## config.mk

```make
export PLATFORM = sky130hd
export DESIGN_NAME = xinput_capture
export DESIGN_NICKNAME = d
export VERILOG_FILES = /design/src/rtl/xinput_capture_pkg.sv /design/src/rtl/xinput_capture_xdebounce.sv /design/src/rtl/xinput_capture.sv
export SDC_FILE = /design/constraint.sdc
export NUM_CORES = 1
export LEC_CHECK = 0
export CORE_MARGIN = 4
export CORE_UTILIZATION = 30
export DETAILED_ROUTE_END_ITERATION = 12
export MAX_ROUTING_LAYER = met4
export PLACE_DENSITY = 0.48
export SYNTH_ARGS = -nofsm -noshare
export SYNTH_HDL_FRONTEND = slang
export SYNTH_HIERARCHICAL = 1
export SYNTH_SLANG_ARGS = --single-unit
export TNS_END_PERCENT = 10
```

## constraint.sdc

```tcl
create_clock -name clk -period 2.27 [get_ports clk]
set_input_delay 0.681 -clock clk [delete_from_list [all_inputs] [get_ports clk]]
set_output_delay 0.681 -clock clk [all_outputs]
set_load 0.005 [all_outputs]
```

## src/rtl/xinput_capture_pkg.sv

```systemverilog
// -----------------------------------------------------------------------------
// xinput_capture_pkg
// Shared definitions for the input-capture peripheral: register offsets seen
// through the address decoder, the IRQ mask bit position in the BTN register,
// the decoder base address and the press-count type.
// Optional feature macro used by the peripheral: XINPUT_IRQ_EN.
// -----------------------------------------------------------------------------
package xinput_capture_pkg;

    localparam logic [1:0]  XIN_FLAGS        = 2'd0;
    localparam logic [1:0]  XIN_SW           = 2'd1;
    localparam logic [1:0]  XIN_BTN          = 2'd2;
    localparam logic [1:0]  XIN_COUNT        = 2'd3;

    localparam int          XIN_IRQ_MASK_BIT = 31;
    localparam logic [31:0] XIN_BASE         = 32'h0000_0040;

    typedef logic [7:0] press_count_t;

endpackage

```

## src/rtl/xinput_capture_xdebounce.sv

```systemverilog
// -----------------------------------------------------------------------------
// xdebounce
// Two-flop synchroniser followed by a debounce counter for one raw input.
// A new level is accepted only after the synchronised value has differed from
// the current stable level for DEB_LIMIT consecutive cycles; any cycle where
// they agree restarts the window.
// Ports:
//   clk     system clock
//   rst     asynchronous reset, active-low
//   din     raw input, asynchronous to clk
//   stable  debounced level (0 after reset)
// -----------------------------------------------------------------------------
module xdebounce #(
    parameter int unsigned DEB_LIMIT = 500000,
    parameter int          DEB_W     = 20
) (
    input  logic clk,
    input  logic rst,
    input  logic din,
    output logic stable
);

    localparam logic [DEB_W-1:0] CNT_LAST = DEB_W'(DEB_LIMIT - 1);

    logic             sync_p0;
    logic             sync_p1;
    logic [DEB_W-1:0] cnt;

    always_ff @(posedge clk or negedge rst) begin
        if (!rst) begin
            sync_p0 <= 1'b0;
            sync_p1 <= 1'b0;
            cnt     <= '0;
            stable  <= 1'b0;
        end else begin
            // synchroniser stage boundary
            sync_p0 <= din;
            sync_p1 <= sync_p0;
            // debounce stage boundary
            if (sync_p1 == stable) begin
                cnt <= '0;
            end else if (cnt == CNT_LAST) begin
                stable <= sync_p1;
                cnt    <= '0;
            end else begin
                cnt <= cnt + DEB_W'(1);
            end
        end
    end

endmodule

```

## src/rtl/xinput_capture.sv

```systemverilog
// -----------------------------------------------------------------------------
// xinput_capture
// Memory-mapped input peripheral. Debounces push buttons and slide switches,
// latches button presses as sticky W1C flags and counts them (mod 256).
// Optional feature: define XINPUT_IRQ_EN to add the irq output and the IRQ
// mask bit (bit 31 of the BTN register).
// Ports:
//   clk       system clock
//   rst       asynchronous reset, active-low
//   btn       raw push buttons (bit0=Btn2, bit1=Btn3)
//   sw        raw slide switches
//   sel       peripheral select from the address decoder
//   we        write enable, qualified by sel
//   addr      register offset: 0 FLAGS, 1 SW, 2 BTN, 3 COUNT
//   data_in   write data
//   data_out  read data, combinational from addr, 0 when sel=0
//   irq       registered press-pending interrupt (XINPUT_IRQ_EN only)
// -----------------------------------------------------------------------------
module xinput_capture
    import xinput_capture_pkg::*;
#(
    parameter int          DATA_W    = 32,
    parameter int          N_BTN     = 2,
    parameter int          N_SW      = 8,
    parameter int unsigned DEB_LIMIT = 500000,
    parameter int          DEB_W     = 20
) (
    input  logic              clk,
    input  logic              rst,
    input  logic [N_BTN-1:0]  btn,
    input  logic [N_SW-1:0]   sw,
    input  logic              sel,
    input  logic              we,
    input  logic [1:0]        addr,
    input  logic [DATA_W-1:0] data_in,
    output logic [DATA_W-1:0] data_out
`ifdef XINPUT_IRQ_EN
    ,
    output logic              irq
`endif
);

    logic [N_BTN-1:0] btn_stable;
    logic [N_BTN-1:0] btn_stable_d;
    logic [N_BTN-1:0] press;
    logic [N_SW-1:0]  sw_stable;
    logic [N_BTN-1:0] flags;
    logic [N_BTN-1:0] flags_clr;
    press_count_t     count;
    logic             wr;
    logic             unused_data;

    function automatic press_count_t n_events(input logic [N_BTN-1:0] p);
        press_count_t n;
        n = '0;
        for (int i = 0; i < N_BTN; i++) begin
            n = n + press_count_t'(p[i]);
        end
        return n;
    endfunction

    for (genvar i = 0; i < N_BTN; i++) begin : g_btn
        xdebounce #(.DEB_LIMIT(DEB_LIMIT), .DEB_W(DEB_W)) u_deb (
            .clk(clk), .rst(rst), .din(btn[i]), .stable(btn_stable[i])
        );
    end

    for (genvar i = 0; i < N_SW; i++) begin : g_sw
        xdebounce #(.DEB_LIMIT(DEB_LIMIT), .DEB_W(DEB_W)) u_deb (
            .clk(clk), .rst(rst), .din(sw[i]), .stable(sw_stable[i])
        );
    end

    assign wr          = sel && we;
    // Only the rising edge of the debounced level is a press; releases are ignored.
    assign press       = btn_stable & ~btn_stable_d;
    assign flags_clr   = (wr && addr == XIN_FLAGS) ? data_in[N_BTN-1:0] : '0;
    assign unused_data = ^data_in;

    // A press in the same cycle as a W1C/clear write wins over the clear.
    always_ff @(posedge clk or negedge rst) begin
        if (!rst) begin
            btn_stable_d <= '0;
            flags        <= '0;
            count        <= '0;
        end else begin
            btn_stable_d <= btn_stable;
            flags        <= (flags & ~flags_clr) | press;
            count        <= ((wr && addr == XIN_COUNT) ? press_count_t'(0) : count) + n_events(press);
        end
    end

`ifdef XINPUT_IRQ_EN
    logic irq_mask;

    always_ff @(posedge clk or negedge rst) begin
        if (!rst) begin
            irq_mask <= 1'b0;
            irq      <= 1'b0;
        end else begin
            if (wr && addr == XIN_BTN) begin
                irq_mask <= data_in[XIN_IRQ_MASK_BIT];
            end
            irq <= (|flags) & irq_mask;
        end
    end
`endif

    always_comb begin
        data_out = '0;
        if (sel) begin
            case (addr)
                XIN_FLAGS: data_out[N_BTN-1:0] = flags;
                XIN_SW:    data_out[N_SW-1:0]  = sw_stable;
                XIN_BTN: begin
                    data_out[N_BTN-1:0] = btn_stable;
`ifdef XINPUT_IRQ_EN
                    data_out[XIN_IRQ_MASK_BIT] = irq_mask;
`endif
                end
                default:   data_out[7:0] = count;
            endcase
        end
    end

endmodule

```

---- Yosys cells after proc, flatten, opt, wreduce, memory -nomap -nowiden ----
Index checks and enable logic that the tools add are counted.
word-level totals
  word-level logic and storage cells ...... 133
  bits in latches ......................... 0
  register bits after elaboration ......... 242
  output and inout bits ................... 32
  memories kept ........................... 0
  input bits .............................. 48
  memory bits (writable) .................. 0
  memory bits (read-only) ................. 0
operators by class
  bitwise logic cells ..................... 15
  mux-type cells .......................... 25
  multiply operators ...................... 0
  equality and inequality tests ........... 23
  add/subtract/negate cells ............... 12
  reduce and logical (&&, ||, !) cells .... 15
  order comparisons ....................... 0
  div/mod/pow operators ................... 0
  shift operators ......................... 0
operators by type and width
  operator                                               count
  two-way mux 20 bit                                     20
  adder 20 x 1 -> 20 bit, second input constant          10
  equality test 20 x 19 -> 1 bit, second input constant  10
  AND reduction 2 bit                                    10
  two-way mux 8 bit                                      2
  one-hot mux 6 bit (2 select lines)                     1
  equality test 1 bit                                    10
  inverter 1 bit                                         10
  adder 8 x 2 -> 8 bit                                   1
  one-hot mux 2 bit (3 select lines)                     1
  AND 2 bit                                              2
  equality test 2 bit, second input constant             2
  inverter 2 bit                                         2
  logical AND 1 bit                                      3
  adder 1 x 1 -> 2 bit                                   1
  equality test 2 x 1 -> 1 bit, second input constant    1
  zero test 2 bit                                        1
  two-way mux 2 bit                                      1
  OR 2 bit                                               1
  OR reduction 2 bit                                     1

---- Longest topological paths before layout ----
  depth after elaboration ................. 6
  gate-level depth with buffers ........... 8
  depth with buffers taken out ............ 7

---- Cells and area by module ----
The synthesis kept the hierarchy.
by module, submodules not included
  module          area an instance (µm²)  sequential area each (µm²)  cells an instance  instances
  xdebounce       1141.1                  575.6                       109                10
  xinput_capture  860.8                   300.3                       89                 1

---- Worst setup path before layout ----
Ideal clock, no wire load.
  path type ............................... input -> register
  start point ............................. in addr[1]
  end point ............................... reg count[6]
  path slack .............................. 0.030 ns
  path buffers ............................ 1
  stages on the path ...................... 8
  arrival ................................. 2.115 ns
  library setup time ...................... 0.126 ns
  required time ........................... 2.144 ns
  cell sequence ........................... buf_2 > nand4_1 > and2_1 > fa_1 > ha_1 > nand3_1 > or3_1 > a21oi_1
between the ends
  longest elaborated chain between the ends .. 4
ends and longest elaborated chain
  what                  line                  RTL
  from (decl)           xinput_capture.sv:34  input logic [1:0] addr,
  equality test 2 bit   xinput_capture.sv:89  count <= ((wr && addr == XIN_COUNT) ? press_count_t'(0) : count) + n_events(press);
  logical AND 1 bit     xinput_capture.sv:89
  two-way mux 8 bit     xinput_capture.sv:89
  adder 8 x 2 -> 8 bit  xinput_capture.sv:89
  to (signal assigned)  xinput_capture.sv:89
  to (decl)             xinput_capture.sv:49  press_count_t count;
No other way between the ends.
A chain may end at the register's enable or synchronous reset.

---- Final worst setup path ----
  start point ............................. reg count[0]
  end point ............................... out data_out[0]
between the ends
  longest elaborated chain between the ends .. 2
ends and longest elaborated chain
  what                                line                   RTL
  one-hot mux 2 bit (3 select lines)  xinput_capture.sv:112  case (addr)
  two-way mux 8 bit                   xinput_capture.sv:111  if (sel) begin
  to (decl)                           xinput_capture.sv:36   output logic [DATA_W-1:0] data_out
No other way between the ends.

==> run_summary.xml <==
<?xml version="1.0" encoding="UTF-8"?>
<metrics>
  <group name="grt">
    <metric name="wire_length_of_the_first_global_routing_pass" unit="µm">43100</metric>
    <metric name="grt_pass1_vias" unit="">8634</metric>
    <metric name="grt_remaining_overflow" unit="">0</metric>
    <metric name="antenna_found_initial" unit="">0</metric>
    <metric name="pin_count_of_the_biggest_net_entering_global_routing" unit="">63</metric>
    <metric name="groute.usage.overall" unit="">0.117</metric>
  </group>
  <group name="clocking">
    <metric name="clkSlewWorstSetupHoldPaths" unit="ps">60</metric>
    <metric name="cts_buffers" unit="">31</metric>
    <metric name="clock_tree.htree_level_count" unit="">1</metric>
    <metric name="worst_skew_pair.late_latency" unit="ps">570</metric>
    <metric name="clockRootBuffer" unit="">sky130_fd_sc_hd__clkbuf_16</metric>
    <metric name="max-clock-path-buffers" unit="">3</metric>
    <metric name="cts_tree" unit="">built</metric>
    <metric name="clk_sink_count" unit="">242</metric>
  </group>
  <group name="worst_hold_path">
    <metric name="worstHoldEndpoint" unit="">g_sw[1].u_deb/sync_p1</metric>
    <metric name="min_from" unit="">g_sw[1].u_deb/sync_p0</metric>
    <metric name="timing.hold.worst.class" unit="">reg2reg</metric>
    <metric name="hold_depth" unit="">0</metric>
  </group>
  <group name="synthesis">
    <metric name="proportion_of_synthesized_flip_flops_having_asynchronous_set_or_reset" unit="">1.00</metric>
    <metric name="yosysWarnings" unit="">6</metric>
    <metric name="netlist-cell-type-count" unit="">37</metric>
    <metric name="synthDominantAreaCellType" unit="">sky130_fd_sc_hd__dfrtp_1</metric>
    <metric name="cell_area_after_synthesis" unit="µm²">12300</metric>
    <metric name="synth.yosys.seq_area_share" unit="">0.493</metric>
    <metric name="synthCells" unit="">1179</metric>
    <metric name="synth_top_flop_cell" unit="">sky130_fd_sc_hd__dfrtp_1</metric>
    <metric name="synth.top_cells.by_area" unit="">sky130_fd_sc_hd__dfrtp_1 49%, sky130_fd_sc_hd__xnor2_1 7.3%, sky130_fd_sc_hd__nor2_1 6.1%, sky130_fd_sc_hd__xor2_1 3.6%, sky130_fd_sc_hd__nand3_1 3.0%</metric>
    <metric name="syn_area_per_cell" unit="µm²">10.4</metric>
    <metric name="synth-seq-cells" unit="">242</metric>
    <metric name="synthDominantCellAreaShare" unit="">0.493</metric>
    <metric name="synth_edf_count" unit="">0</metric>
  </group>
  <group name="layout">
    <metric name="layout.nets" unit="">1314</metric>
    <metric name="antennaDiodeCount" unit="">0</metric>
    <metric name="sequential_cell_area" unit="µm²">6060</metric>
    <metric name="fill_cells" unit="">4006</metric>
    <metric name="final_layout_size_suffix_gt1_frac" unit="">0.137</metric>
    <metric name="layout.cells.most_common" unit="">sky130_fd_sc_hd__dfrtp_1</metric>
    <metric name="non_filler_cells_in_the_finished_layout" unit="">1803</metric>
    <metric name="flow.area_growth_from_synthesis" unit="%">17.0</metric>
    <metric name="finish.utilization" unit="">0.358</metric>
    <metric name="area_of_the_multi_input_gates" unit="µm²">5870</metric>
    <metric name="most-common-layout-cells" unit="">237 x sky130_fd_sc_hd__dfrtp_1, 197 x sky130_fd_sc_hd__nor2_1, 102 x sky130_fd_sc_hd__xnor2_1</metric>
  </group>
  <group name="timing">
    <metric name="drv_slew" unit="">0</metric>
    <metric name="fmaxAchievable" unit="GHz">0.422</metric>
    <metric name="period_minus_slack" unit="ps">2370</metric>
    <metric name="final-hold-violation-count" unit="">0</metric>
    <metric name="fin_worst_skew" unit="ps">12.1</metric>
    <metric name="setup_violators_final" unit="">2</metric>
    <metric name="unrepaired_setup_endpoints_after_global_routing" unit="">yes</metric>
    <metric name="min_period_over_period" unit="">1.04</metric>
    <metric name="final_critical_path_setup_slack" unit="ps">-99.4</metric>
  </group>
  <group name="place">
    <metric name="port-buffer-count" unit="">25</metric>
    <metric name="gp_congestion" unit="">0.768</metric>
    <metric name="place_inst" unit="">1743</metric>
    <metric name="dp_hpwl" unit="µm">16900</metric>
  </group>
  <group name="worst_setup_path">
    <metric name="critPathMaxFanout" unit="">2</metric>
    <metric name="worst_r2r_path_depth" unit="">5</metric>
    <metric name="critical_path_arrival" unit="ps">1690</metric>
    <metric name="worst-setup-path-type" unit="">reg2out</metric>
    <metric name="worstPathRequired" unit="ps">1590</metric>
    <metric name="worstReg2RegEnd" unit="">g_btn[1].u_deb/stable</metric>
    <metric name="startpoint_type" unit="">flip-flop</metric>
    <metric name="r2r_start" unit="">g_btn[1].u_deb/cnt[0]</metric>
    <metric name="critPathCaptureType" unit="">output port</metric>
    <metric name="rrSetupSlack" unit="ps">310</metric>
  </group>
  <group name="route">
    <metric name="route.vias.total" unit="">8613</metric>
    <metric name="firstDrtPassIters" unit="">4</metric>
    <metric name="drt-vias-per-instance" unit="">4.78</metric>
    <metric name="post_drt_wl_per_cell" unit="µm">13.8</metric>
    <metric name="initialDrtViolationCount" unit="">369</metric>
    <metric name="detail_route.drc_violations" unit="">0</metric>
    <metric name="detail-route-antenna-nets" unit="">0</metric>
    <metric name="drt-total-wl" unit="µm">24800</metric>
  </group>
  <group name="outcome">
    <metric name="outcome" unit="">finished with violations</metric>
    <metric name="failing_checks" unit="">negative setup slack</metric>
  </group>
  <group name="floorplan">
    <metric name="core_area" unit="µm²">40100</metric>
    <metric name="die_y" unit="µm">210</metric>
    <metric name="fp.dieArea" unit="µm²">44200</metric>
    <metric name="fp_rows" unit="">73</metric>
    <metric name="boundaryPins" unit="">80</metric>
    <metric name="initial_utilization" unit="">0.306</metric>
    <metric name="die_w" unit="µm">210</metric>
  </group>
  <group name="pwr">
    <metric name="leakage" unit="µW">0.00576</metric>
    <metric name="highest_ir_drop_seen_on_vdd" unit="mV">0.548</metric>
    <metric name="power.total" unit="µW">9580</metric>
    <metric name="pwr_density_cell" unit="nW/µm²">667</metric>
  </group>
  <group name="job">
    <metric name="cap_viol_max_count" unit="">0</metric>
  </group>
</metrics>
[report_power, final]
group / switching [µW] / internal (µW) / leakage [µW] / total, µW
clock network: 1890 / 2900 / 0.000505 / 4790
registers: 65.7 / 4380 / 0.00330 / 4440
logic: 219 / 134 / 0.00196 / 354
total: 2170 / 7410 / 0.00576 / 9580
[final cells by class]
type	count	area share
clock buffer	47	0.0645
clock inverter	10	0.00549
inverter	41	0.0107
multi-input combinational	874	0.409
sequential	242	0.422
tap	525	0.0457
timing repair buffer	64	0.0427
[critical path: stages, from the launching register on]
cell                      delay, ps
sky130_fd_sc_hd__dfrtp_1        380
sky130_fd_sc_hd__mux4_2         460
sky130_fd_sc_hd__and2_4         170
sky130_fd_sc_hd__buf_6          110
[cell usage after synthesis (10+ instances only)]
master,instances
sky130_fd_sc_hd__a21oi_1,43
sky130_fd_sc_hd__and3_1,10
sky130_fd_sc_hd__and4_1,11
sky130_fd_sc_hd__buf_2,21
sky130_fd_sc_hd__buf_4,24
sky130_fd_sc_hd__dfrtp_1,242
sky130_fd_sc_hd__ha_1,11
sky130_fd_sc_hd__inv_1,41
sky130_fd_sc_hd__mux2_2,10
sky130_fd_sc_hd__mux2i_1,16
sky130_fd_sc_hd__nand2_1,35
sky130_fd_sc_hd__nand2b_1,10
sky130_fd_sc_hd__nand3_1,73
sky130_fd_sc_hd__nand3b_1,10
sky130_fd_sc_hd__nand4_1,52
sky130_fd_sc_hd__nand4_2,10
sky130_fd_sc_hd__nand4_4,10
sky130_fd_sc_hd__nor2_1,198
sky130_fd_sc_hd__nor3_1,20
sky130_fd_sc_hd__nor4_1,30
sky130_fd_sc_hd__nor4_2,20
sky130_fd_sc_hd__nor4b_1,10
sky130_fd_sc_hd__nor4bb_1,11
sky130_fd_sc_hd__o21bai_2,10
sky130_fd_sc_hd__o31ai_1,30
sky130_fd_sc_hd__or2_4,10
sky130_fd_sc_hd__or3_1,13
sky130_fd_sc_hd__or4_1,30
sky130_fd_sc_hd__xnor2_1,102
sky130_fd_sc_hd__xor2_1,51
[flip-flops by register name (all words and copies together) (netlist names), 8 cells and up]
signal,cells
count,8
g_btn.u_deb/cnt,40
g_sw.u_deb/cnt,160
g_sw.u_deb/stable,8
g_sw.u_deb/sync_p0,8
g_sw.u_deb/sync_p1,8
[layer usage]
layer | track usage | routed length (µm) | vias to the layer above
met1 | 0.164 | 12400 | 4168
met3 | 0.0211 | 1010 | 44
met5 | - | 0 | -
li1 | - | - | 4309
met2 | 0.175 | 10800 | 92
met4 | 0.0306 | 568 | 0
[cells by family (layout without fill, tap and decap cells)]
| group | count (synthesis) | after routing | share of synthesized area |
|---|---|---|---|
| compound gates | 88 | 88 | 0.0475 |
| xor+xnor | 153 | 153 | 0.109 |
| fa+ha+maj | 12 | 12 | 0.0128 |
| buf+inv | 86 | 162 | 0.0358 |
| flops | 242 | 242 | 0.493 |
| mux | 28 | 28 | 0.0265 |
| other cells | 1 | 24 | 0.000306 |
| simple gates | 569 | 569 | 0.274 |
[through the flow]
step           setup WS, ps  instance area [µm²]  hold WS (ps)  TNS [ps]
5_1_grt                -180                14400           364      -333
3_5_place_dp           -968                13300           336    -10300
2_1_floorplan          29.6                12400           331         0
6_report              -99.4                14400           346      -175
4_1_cts                -149                14400           349      -269
3_3_place_gp           -956                13300           334     -9850
[worst max-delay path by stage]
stage,to,cells after the start,from
final,data_out[0],3,count[0]
after global routing,data_out[0],3,count[0]
after CTS,data_out[0],3,count[0]
after detailed placement,data_out[0],4,addr[0]
after global placement,data_out[0],4,addr[0]
after floorplan,count[6],8,addr[1]
[what timing repair did]
item,in CTS,in global routing
pin swaps,4,2
hold endpoints to repair,28,0
buffers inserted,2,0
hold buffers,1,0
resized for setup,43,4
endpoints found under the setup margin,9,6
No activity file was read; power rests on OpenSTA's default activity.
